## config.mk

```make
export PLATFORM = sky130hd
export DESIGN_NAME = mem_arbiter_flat
export DESIGN_NICKNAME = d
export VERILOG_FILES = /design/src/rtl/mem_arb_pkg.sv /design/src/rtl/mem_arb_if.sv /design/src/rtl/mem_arb_rr.sv /design/src/rtl/mem_arbiter.sv /design/src/flat_wrapper.sv
export SDC_FILE = /design/constraint.sdc
export NUM_CORES = 1
export LEC_CHECK = 0
export CAP_MARGIN = 20
export CORE_MARGIN = 10
export CORE_UTILIZATION = 35
export CTS_CLUSTER_DIAMETER = 50
export CTS_CLUSTER_SIZE = 25
export DETAILED_ROUTE_END_ITERATION = 8
export SYNTH_ARGS = -nofsm -noshare
export SYNTH_HDL_FRONTEND = slang
export SYNTH_SLANG_ARGS = --single-unit
```

## constraint.sdc

```tcl
create_clock -name clk -period 1.9 [get_ports clk]
set_input_delay 0.19 -clock clk [delete_from_list [all_inputs] [get_ports clk]]
set_output_delay 0.19 -clock clk [all_outputs]
set_load 0.05 [all_outputs]
```

## src/rtl/mem_arb_pkg.sv

```systemverilog
// Shared types and constants for the two-port memory arbiter/sequencer.
package mem_arb_pkg;

   typedef enum logic [1:0] {
      ST_IDLE  = 2'd0,
      ST_XFER0 = 2'd1,
      ST_XFER1 = 2'd2
   } state_e;

   localparam logic PORT_A = 1'b0;
   localparam logic PORT_B = 1'b1;

   localparam int unsigned LO_LANE = 0;
   localparam int unsigned HI_LANE = 1;

   function automatic logic [7:0] lane_byte(input logic [15:0] w, input int unsigned lane);
      return w[lane*8 +: 8];
   endfunction

endpackage

```

## src/rtl/mem_arb_if.sv

```systemverilog
// Requester ports A/B plus the byte-wide memory port, bundled for mem_arbiter.
interface mem_arb_if #(
   parameter int unsigned ADDR_W = 16
) ();
   logic              a_req, b_req;
   logic              a_we, b_we;
   logic              a_word, b_word;
   logic [ADDR_W-1:0] a_addr, b_addr;
   logic [15:0]       a_wdata, b_wdata;
   logic              a_ack, b_ack;
   logic [15:0]       a_rdata, b_rdata;
   logic [ADDR_W-1:0] mem_addr;
   logic [7:0]        mem_din;
   logic              mem_read, mem_write;
   logic [7:0]        mem_dout;

   modport slave (
      input  a_req, b_req, a_we, b_we, a_word, b_word, a_addr, b_addr, a_wdata, b_wdata,
      input  mem_dout,
      output a_ack, b_ack, a_rdata, b_rdata, mem_addr, mem_din, mem_read, mem_write
   );

   modport master (
      output a_req, b_req, a_we, b_we, a_word, b_word, a_addr, b_addr, a_wdata, b_wdata,
      output mem_dout,
      input  a_ack, b_ack, a_rdata, b_rdata, mem_addr, mem_din, mem_read, mem_write
   );
endinterface

```

## src/rtl/mem_arb_rr.sv

```systemverilog
// Combinational 2-way picker; MEM_ARB_FIXED_PRIORITY_EN makes port A always win a tie.
module mem_arb_rr
   import mem_arb_pkg::*;
(
   input  logic [1:0] eligible,
   input  logic       last_grant,
   output logic       grant
);
   always_comb begin
      grant = PORT_A;
`ifdef MEM_ARB_FIXED_PRIORITY_EN
      grant = eligible[0] ? PORT_A : PORT_B;
`else
      if (&eligible) begin
         grant = (last_grant == PORT_A) ? PORT_B : PORT_A;
      end else begin
         grant = eligible[0] ? PORT_A : PORT_B;
      end
`endif
   end
endmodule

```

## src/rtl/mem_arbiter.sv

```systemverilog
// Two-port arbiter and byte sequencer for the 64 KiB main memory.
// Build option: MEM_ARB_FIXED_PRIORITY_EN (A wins every tie, no last-grant pointer).
module mem_arbiter
   import mem_arb_pkg::*;
#(
   parameter int unsigned ADDR_W = 16
) (
   input logic      clk,
   input logic      rst_n,
   mem_arb_if.slave bus
);
   state_e            state_q;
   logic              grant_q, we_q, word_q;
   logic [ADDR_W-1:0] addr_q;
   logic [15:0]       wdata_q;
   logic [7:0]        rd_lo_q;
   logic              a_ack_q, b_ack_q;
   logic [15:0]       a_rdata_q, b_rdata_q;
   logic [1:0]        eligible;
   logic              grant;
   logic              last_grant;
   logic              done;
   logic [15:0]       rd_word;

   // A port whose ack is high this cycle is masked so it cannot be granted twice.
   assign eligible = {bus.b_req & ~b_ack_q, bus.a_req & ~a_ack_q};

`ifdef MEM_ARB_FIXED_PRIORITY_EN
   assign last_grant = PORT_B;
`else
   logic last_grant_q;
   assign last_grant = last_grant_q;

   always_ff @(posedge clk or negedge rst_n) begin
      if (!rst_n) begin
         last_grant_q <= PORT_B;
      end else if (state_q == ST_IDLE && |eligible) begin
         last_grant_q <= grant;
      end
   end
`endif

   mem_arb_rr u_rr (
      .eligible  (eligible),
      .last_grant(last_grant),
      .grant     (grant)
   );

   assign done    = (state_q == ST_XFER1) || (state_q == ST_XFER0 && !word_q);
   assign rd_word = (state_q == ST_XFER1) ? {bus.mem_dout, rd_lo_q} : {8'h00, bus.mem_dout};

   always_ff @(posedge clk or negedge rst_n) begin
      if (!rst_n) begin
         state_q   <= ST_IDLE;
         grant_q   <= PORT_A;
         we_q      <= 1'b0;
         word_q    <= 1'b0;
         addr_q    <= '0;
         wdata_q   <= '0;
         rd_lo_q   <= '0;
         a_ack_q   <= 1'b0;
         b_ack_q   <= 1'b0;
         a_rdata_q <= '0;
         b_rdata_q <= '0;
      end else begin
         a_ack_q <= 1'b0;
         b_ack_q <= 1'b0;
         unique case (state_q)
            ST_IDLE: begin
               if (|eligible) begin
                  grant_q <= grant;
                  we_q    <= (grant == PORT_B) ? bus.b_we    : bus.a_we;
                  word_q  <= (grant == PORT_B) ? bus.b_word  : bus.a_word;
                  addr_q  <= (grant == PORT_B) ? bus.b_addr  : bus.a_addr;
                  wdata_q <= (grant == PORT_B) ? bus.b_wdata : bus.a_wdata;
                  state_q <= ST_XFER0;
               end
            end
            ST_XFER0: begin
               if (word_q) begin
                  rd_lo_q <= bus.mem_dout;
                  state_q <= ST_XFER1;
               end else begin
                  state_q <= ST_IDLE;
               end
            end
            ST_XFER1: state_q <= ST_IDLE;
            default:  state_q <= ST_IDLE;
         endcase
         // Port rdata only changes when a read completes, so it holds between reads.
         if (done) begin
            if (grant_q == PORT_A) begin
               a_ack_q <= 1'b1;
               if (!we_q) a_rdata_q <= rd_word;
            end else begin
               b_ack_q <= 1'b1;
               if (!we_q) b_rdata_q <= rd_word;
            end
         end
      end
   end

   logic [ADDR_W-1:0] mem_addr;
   logic [7:0]        mem_din;
   logic              mem_read, mem_write;

   always_comb begin
      mem_addr  = '0;
      mem_din   = '0;
      mem_read  = 1'b0;
      mem_write = 1'b0;
      unique case (state_q)
         ST_XFER0: begin
            mem_addr  = addr_q;
            mem_din   = we_q ? lane_byte(wdata_q, LO_LANE) : 8'h00;
            mem_write = we_q;
            mem_read  = !we_q;
         end
         ST_XFER1: begin
            mem_addr  = addr_q + ADDR_W'(1);
            mem_din   = we_q ? lane_byte(wdata_q, HI_LANE) : 8'h00;
            mem_write = we_q;
            mem_read  = !we_q;
         end
         default: ;
      endcase
   end

   assign bus.mem_addr  = mem_addr;
   assign bus.mem_din   = mem_din;
   assign bus.mem_read  = mem_read;
   assign bus.mem_write = mem_write;
   assign bus.a_ack     = a_ack_q;
   assign bus.b_ack     = b_ack_q;
   assign bus.a_rdata   = a_rdata_q;
   assign bus.b_rdata   = b_rdata_q;
endmodule

```

## src/flat_wrapper.sv

```systemverilog
// flat-port wrapper written by rule: the top's interface ports become plain ports
module mem_arbiter_flat import mem_arb_pkg::*;
#(
   parameter int unsigned ADDR_W = 16
)
  (clk, rst_n, bus_a_req, bus_b_req, bus_a_we, bus_b_we, bus_a_word, bus_b_word, bus_a_addr, bus_b_addr, bus_a_wdata, bus_b_wdata, bus_mem_dout, bus_a_ack, bus_b_ack, bus_a_rdata, bus_b_rdata, bus_mem_addr, bus_mem_din, bus_mem_read, bus_mem_write);
  mem_arb_if #(.ADDR_W(ADDR_W)) bus_i ();
  input logic clk;
  input logic rst_n;
  input wire logic [$bits(bus_i.a_req)-1:0] bus_a_req;
  input wire logic [$bits(bus_i.b_req)-1:0] bus_b_req;
  input wire logic [$bits(bus_i.a_we)-1:0] bus_a_we;
  input wire logic [$bits(bus_i.b_we)-1:0] bus_b_we;
  input wire logic [$bits(bus_i.a_word)-1:0] bus_a_word;
  input wire logic [$bits(bus_i.b_word)-1:0] bus_b_word;
  input wire logic [$bits(bus_i.a_addr)-1:0] bus_a_addr;
  input wire logic [$bits(bus_i.b_addr)-1:0] bus_b_addr;
  input wire logic [$bits(bus_i.a_wdata)-1:0] bus_a_wdata;
  input wire logic [$bits(bus_i.b_wdata)-1:0] bus_b_wdata;
  input wire logic [$bits(bus_i.mem_dout)-1:0] bus_mem_dout;
  output wire logic [$bits(bus_i.a_ack)-1:0] bus_a_ack;
  output wire logic [$bits(bus_i.b_ack)-1:0] bus_b_ack;
  output wire logic [$bits(bus_i.a_rdata)-1:0] bus_a_rdata;
  output wire logic [$bits(bus_i.b_rdata)-1:0] bus_b_rdata;
  output wire logic [$bits(bus_i.mem_addr)-1:0] bus_mem_addr;
  output wire logic [$bits(bus_i.mem_din)-1:0] bus_mem_din;
  output wire logic [$bits(bus_i.mem_read)-1:0] bus_mem_read;
  output wire logic [$bits(bus_i.mem_write)-1:0] bus_mem_write;
  assign bus_i.a_req = bus_a_req;
  assign bus_i.b_req = bus_b_req;
  assign bus_i.a_we = bus_a_we;
  assign bus_i.b_we = bus_b_we;
  assign bus_i.a_word = bus_a_word;
  assign bus_i.b_word = bus_b_word;
  assign bus_i.a_addr = bus_a_addr;
  assign bus_i.b_addr = bus_b_addr;
  assign bus_i.a_wdata = bus_a_wdata;
  assign bus_i.b_wdata = bus_b_wdata;
  assign bus_i.mem_dout = bus_mem_dout;
  assign bus_a_ack = bus_i.a_ack;
  assign bus_b_ack = bus_i.b_ack;
  assign bus_a_rdata = bus_i.a_rdata;
  assign bus_b_rdata = bus_i.b_rdata;
  assign bus_mem_addr = bus_i.mem_addr;
  assign bus_mem_din = bus_i.mem_din;
  assign bus_mem_read = bus_i.mem_read;
  assign bus_mem_write = bus_i.mem_write;
  mem_arbiter #(.ADDR_W(ADDR_W)) u_core (.clk(clk), .rst_n(rst_n), .bus(bus_i));
endmodule
```

==> results of run 1 <==
==> power by group through the flow <==
stage	Clock, mW	Sequential (mW)	Combinational, mW
floorplan	0	4.22	3.22
global placement	0	3.10	7.33
detailed placement	0	3.14	7.43
CTS	1.89	3.12	7.85
global route	1.97	3.26	8.92
finish	1.84	3.14	8.35
==> through the flow <==
step | setup TNS (ns) | cells
2_1_floorplan | -0.521 | 421
3_3_place_gp | 0 | 712
3_5_place_dp | -0.0959 | 712
4_1_cts | -2.97 | 740
5_1_grt | -5.83 | 750
6_report | -2.71 | 750
==> logic make-up after synthesis <==
family / count (synthesis) / share of synthesized area (%)
adder cells (fa/ha/maj): 4 / 1.24
XOR/XNOR: 3 / 0.652
buffers and inverters: 34 / 3.79
AND/OR/NAND/NOR: 142 / 16.0
AO/OA/AOI/OAI: 103 / 14.7
flip-flops: 80 / 49.7
multiplexers: 55 / 13.9
==> cell usage in the layout, fill, tap and decap left out, types with 6 or more instances in the layout <==
cell,synthesis,final
clkdlybuf4s50_1,0,112
nand2_1,86,80
dfrtp_1,79,78
o21ai_0,69,52
mux2i_1,46,46
buf_4,3,41
buf_12,0,31
o21ai_1,5,17
clkbuf_16,0,11
a22oi_1,12,10
nor2_1,18,9
nor2_2,0,8
mux2_2,9,8
buf_6,1,8
nand4_1,6,6
==> final timing paths <==
| path | to | from | slack, ns | cells after the start |
|---|---|---|---|---|
| worst max-delay path | bus_mem_addr[13] | u_core.state_q[0] | -0.21 | 6 |
| worst min register to register | u_core.bus.a_ack | u_core.grant_q | 0.46 | 1 |
| worst max register to register | u_core.bus.a_rdata[6] | u_core.state_q[1] | -0.01 | 12 |
| min in group clk | u_core.bus.a_ack | u_core.grant_q | 0.46 | 1 |
| worst min-delay path | u_core.bus.a_rdata[14] | rst_n | 0.37 | 2 |
| max in group asynchronous | u_core.last_grant | rst_n | 0.88 | 3 |
==> flip-flops by register name, summed over array words and instances (netlist names) <==
register	flops
u_core.wdata_q	16
u_core.we_q	1
u_core.rd_lo_q	8
u_core.bus.b_ack	1
u_core.bus.a_rdata	16
u_core.addr_q	16
u_core.state_q	2
u_core.bus.b_rdata	16
u_core.bus.a_ack	1
u_core.last_grant	1
u_core.word_q	1
u_core.grant_q	1
==> timing repair <==
| action | 4_1_cts | 5_1_grt |
|---|---|---|
| cloned | 0 | 3 |
| resized for setup | 35 | 46 |
| pin swaps | 15 | 13 |
| endpoints found under the hold margin | 39 | 0 |
| endpoints found under the setup margin | 26 | 61 |
| hold buffers | 1 | 0 |
| setup buffers | 11 | 8 |
==> routing by layer <==
layer  wire (um)  up-vias  part of all wire (%)
li1            -     1844                     -
met1        5390     1759                    42
met2        6010      156                    46
met3        1250       20                   9.7
met4         285        0                   2.2
met5           0        -                     0
==> area by class of cell <==
| type | instances | share of cell area [%] |
|---|---|---|
| Timing Repair Buffer | 198 | 32.4 |
| Multi-Input combinational cell | 307 | 31.1 |
| Sequential cell | 80 | 28.9 |
| Clock buffer | 10 | 3.45 |
| Tap cell | 143 | 2.58 |
| Clock inverter | 6 | 1.19 |
| Inverter | 6 | 0.325 |
==> metrics, run 1 <==
clk slew on worst S/H paths=0.06 ns; multi-input logic area=2150 sq um; vias in the first global route=3953; initial antenna violation count=0; GR peak layer=met2; number of DRC markers in iteration 0=258; antenna viol nets, final=0; share of the yosys chip area belonging to registers=49.7%; CP top delay family=simple AND/OR/NAND/NOR gates; Synth top cells by count=nand2_1, dfrtp_1, o21ai_0; met2 usage=23.6%; NetSw=5.94 mW; Layout Area Growth over Synthesis=71.8%; RSZ-0062 raised after global routing=yes; CP max FO=7; I/O pin cnt=140; Int Pwr=7.39 mW; largest net degree at the start of global routing=71; clock period minus worst slack=2.11 ns; Worst Setup End Kind=output pin; Max stage delay on crit path=0.54 ns; grt met1 use=18.0%; wire length per cell=17.3 um; FMAX=0.473 GHz; Post-Route Skew=0.00546 ns; clock tree sinks=80; # rows=39; Post-synth top flop=dfrtp_1; first-pass GRT wire length=20100 um; Core Region=11400 sq um; First-pass DRT Iterations=5; vias=3779; maximum VDD drop=1280 uV; CTS Buf Count=9; post-route cell area=6920 sq um; Post-synth EDFFs=0; Warnings, synthesis=0; final WL=12900 um; violated checks=negative setup slack; Worst setup SP type=flop; Area contributors post-synth=dfrtp_1, mux2i_1, o21ai_0, nand2_1, mux2_2; max-slew violation count=0; M3 GR Usage=6.91%; CTS root buffer=clkbuf_16; fill count=971; Critical Path, Cell by Cell=inv_2 > ha_4 > nand2_4 > or4_4 > nand3_4 > buf_12; max_cap viols=0; worst min path class=input pin to asynchronous set/reset pin; Bufs and invs on worst path=2; Hold Vio Cnt, Final=0; most frequent cell after synthesis=nand2_1; post-synthesis cell count=421; slowest CP cell=or4_4; post-synth net total=505; nets=686; Place WS=-0.0480 ns; Die ar.=16200 sq um; WP data required=1.71 ns; Die W=127 um; Clk pwr share=13.8%; top cell type's share of synthesized area=49.0%; worst-margin pin slew=0.523 ns; critical path type=flop to output pin; Die H=127 um; Tcrit/Tclk final=111%; leak pwr=2.94 nW; initial core utilization=35.5%; Post-Syn Area=4030 sq um; share of cells above drive strength 1=27.8%; H-Tree Level Count=3; CP Data Arrival Time=1.92 ns; sequential share of power=23.5%; IO buf count=139; Sw Share=44.6%; register area=2000 sq um; largest area contributor in the netlist=dfrtp_1; outcome=finished, violations left; Avg Cell Area, Syn=9.58 sq um; Fin Hold WS=0.372 ns; Inserted Diodes=0; drt via density=5.04; post-synthesis register bit count=80; DP HPWL=9330 um; Slew HR=65.0%; latest clock arrival within the worst-skew pair=0.34 ns; final core utilization=60.9%; overall power=13.3 mW; CTS Buffer Depth=2; GR Util All Layers=15.3%; GRT Residual Overflow=0; Final setup viols=25; Yosys cell types=47; Comb pwr share=62.6%; Post-DP Area=6140 sq um; CTS tree=yes; Power Density=1930 nW/um^2; FFs w/ async S/R, synth=100%; DRC=0; Final WS setup=-0.213 ns; GPL Wtd Cong=0.816
Note: power is estimated with default switching activity, not from simulation.
==> inputs of run 2 (changes only) <==
Settings changed: HOLD_SLACK_MARGIN set to 0.02, SKIP_LAST_GASP set to 1.
==> run 2 against run 1 <==
The run still ends with negative setup slack left. Worst hold slack improved by 0.00099 ns. Sequential share of layout area about the same. Clock skew hardly changed. Critical path depth did not move.
==> metrics, run 2 (synthesis gave the netlist of run 1 again) <==
outcome=finished, violations left (unchanged); violated checks=negative setup slack (unchanged); critical path type=flop to output pin (unchanged); CTS tree=yes (unchanged); RSZ-0062 raised after global routing=yes (unchanged); vias in the first global route=3953 (unchanged); vias=3765 (was 3779); drt via density=5.02 (was 5.04); multi-input logic area=2150 sq um (about the same); Tcrit/Tclk final=111% (about the same); DRC=0 (unchanged); fill count=972 (was 971); setup TNS=-2.76 ns (was -2.71 ns); initial core utilization=35.5% (unchanged); CTS Buffer Depth=2 (unchanged); max-slew violation count=0 (unchanged); max_cap viols=0 (unchanged); worst min path class=input pin to asynchronous set/reset pin (unchanged); Final WS setup=-0.210 ns (was -0.213 ns); clk slew on worst S/H paths=0.06 ns (about the same); slowest CP cell=or4_4 (unchanged); CTS root buffer=clkbuf_16 (unchanged); Die ar.=16200 sq um (unchanged); FMAX=0.474 GHz (was 0.473 GHz); worst-margin pin slew=0.523 ns (unchanged); maximum VDD drop=1280 uV (about the same); GPL Wtd Cong=0.816 (unchanged); Die W=127 um (unchanged); latest clock arrival within the worst-skew pair=0.33 ns (was 0.34 ns); post-route cell area=6920 sq um (about the same); # rows=39 (unchanged); CP max FO=7 (unchanged); GRT Residual Overflow=0 (unchanged); initial antenna violation count=0 (unchanged); CP Data Arrival Time=1.92 ns (about the same); Hold Vio Cnt, Final=0 (unchanged); Post-Route Skew=0.00556 ns (was 0.00546 ns); H-Tree Level Count=3 (unchanged); number of DRC markers in iteration 0=239 (was 258); final WL=13000 um (was 12900 um); Die H=127 um (unchanged); R2R Setup Slk=-0.01 ns (about the same); First-pass DRT Iterations=5 (unchanged); Worst setup SP type=flop (unchanged); final core utilization=60.9% (about the same); I/O pin cnt=140 (unchanged); most frequent cells in the layout=clkdlybuf4s50_1, nand2_1, dfrtp_1 (unchanged); leak pwr=2.94 nW (about the same); Core Region=11400 sq um (unchanged); Slew HR=65.0% (unchanged); first-pass GRT wire length=20100 um (unchanged); share of cells above drive strength 1=27.7% (was 27.8%); clock tree sinks=80 (unchanged); largest net degree at the start of global routing=71 (unchanged); register area=2000 sq um (unchanged); wire length per cell=17.3 um (about the same); IO buf count=139 (unchanged); Inserted Diodes=0 (unchanged); CTS Buf Count=9 (unchanged); WP data required=1.71 ns (about the same); Critical Path, Cell by Cell=inv_2 > ha_4 > nand2_4 > or4_4 > nand3_4 > buf_12 (unchanged); Max stage delay on crit path=0.54 ns (about the same); Final setup viols=28 (was 25); nets=686 (unchanged); Place WS=-0.0480 ns (unchanged); antenna viol nets, final=0 (unchanged); commonest non-fill, non-tap cell in the layout=clkdlybuf4s50_1 (unchanged); DP HPWL=9330 um (unchanged); Post-DP Area=6140 sq um (unchanged); GR Util All Layers=15.3% (unchanged); Layout Area Growth over Synthesis=71.6% (was 71.8%); Worst Setup End Kind=output pin (unchanged); Power Density=1930 nW/um^2 (about the same); clock period minus worst slack=2.11 ns (about the same)
-- run 2: layout make-up --
type	count	area share [%]
repair buffers	198	32.4
multi-input cells	307	31.0
flip-flops and latches	80	29.0
clock buffers	10	3.45
well taps	143	2.59
clock inverters	6	1.19
inverters	6	0.325
-- run 2: path summary, 6_finish.rpt --
path / endpoint / cells after the start / startpoint
worst max-delay path: bus_mem_addr[13] / 6 / u_core.state_q[0]
worst min-delay path: u_core.bus.a_rdata[14] / 2 / rst_n
worst max register to register: u_core.bus.a_rdata[6] / 12 / u_core.state_q[1]
worst min register to register: u_core.bus.a_ack / 1 / u_core.grant_q
max in group asynchronous: u_core.last_grant / 3 / rst_n
min in group clk: u_core.bus.a_ack / 1 / u_core.grant_q
-- run 2: power by group --
group	internal (mW)	switching [mW]	leakage, nW	total [mW]
Sequential	2.56	0.581	0.999	3.14
Combinational	3.65	4.70	1.78	8.35
Clock	1.18	0.666	0.158	1.84
-- run 2: stage by stage --
| step | power, mW | hold slack (ns) | cells |
|---|---|---|---|
| after floorplan | 7.44 | -0.106 | 421 |
| final | 13.3 | 0.373 | 750 |
| after detailed placement | 10.6 | 0.195 | 712 |
| after global routing | 14.1 | 0.400 | 750 |
| after CTS | 12.9 | 0.378 | 740 |
| after global placement | 10.4 | 0.193 | 712 |
-- run 2: repair_timing --
item / in CTS / in global routing
setup endpoints to repair: 26 / 61
hold buffers: 1 / 0
setup buffers: 11 / 8
endpoints found under the hold margin: 39 / 0
gates cloned: 0 / 3
pin swaps: 15 / 13
resized for setup: 35 / 44
-- run 2: metal layers --
layer | vias up | routed length [um] | track usage (%)
li1 | 1840 | - | -
met1 | 1739 | 5330 | 18.0
met2 | 166 | 6050 | 23.6
met3 | 20 | 1290 | 6.91
met4 | 0 | 283 | 6.70
met5 | - | 0 | 0
-- run 2: worst max-delay path, delay by kind of cell, from the launching register on --
| kind | cells | cell delay (ns) |
|---|---|---|
| fa+ha+maj | 1 | 0.30 |
| buf+inv | 2 | 0.20 |
| flops | 1 | 0.37 |
| simple gates | 3 | 0.72 |
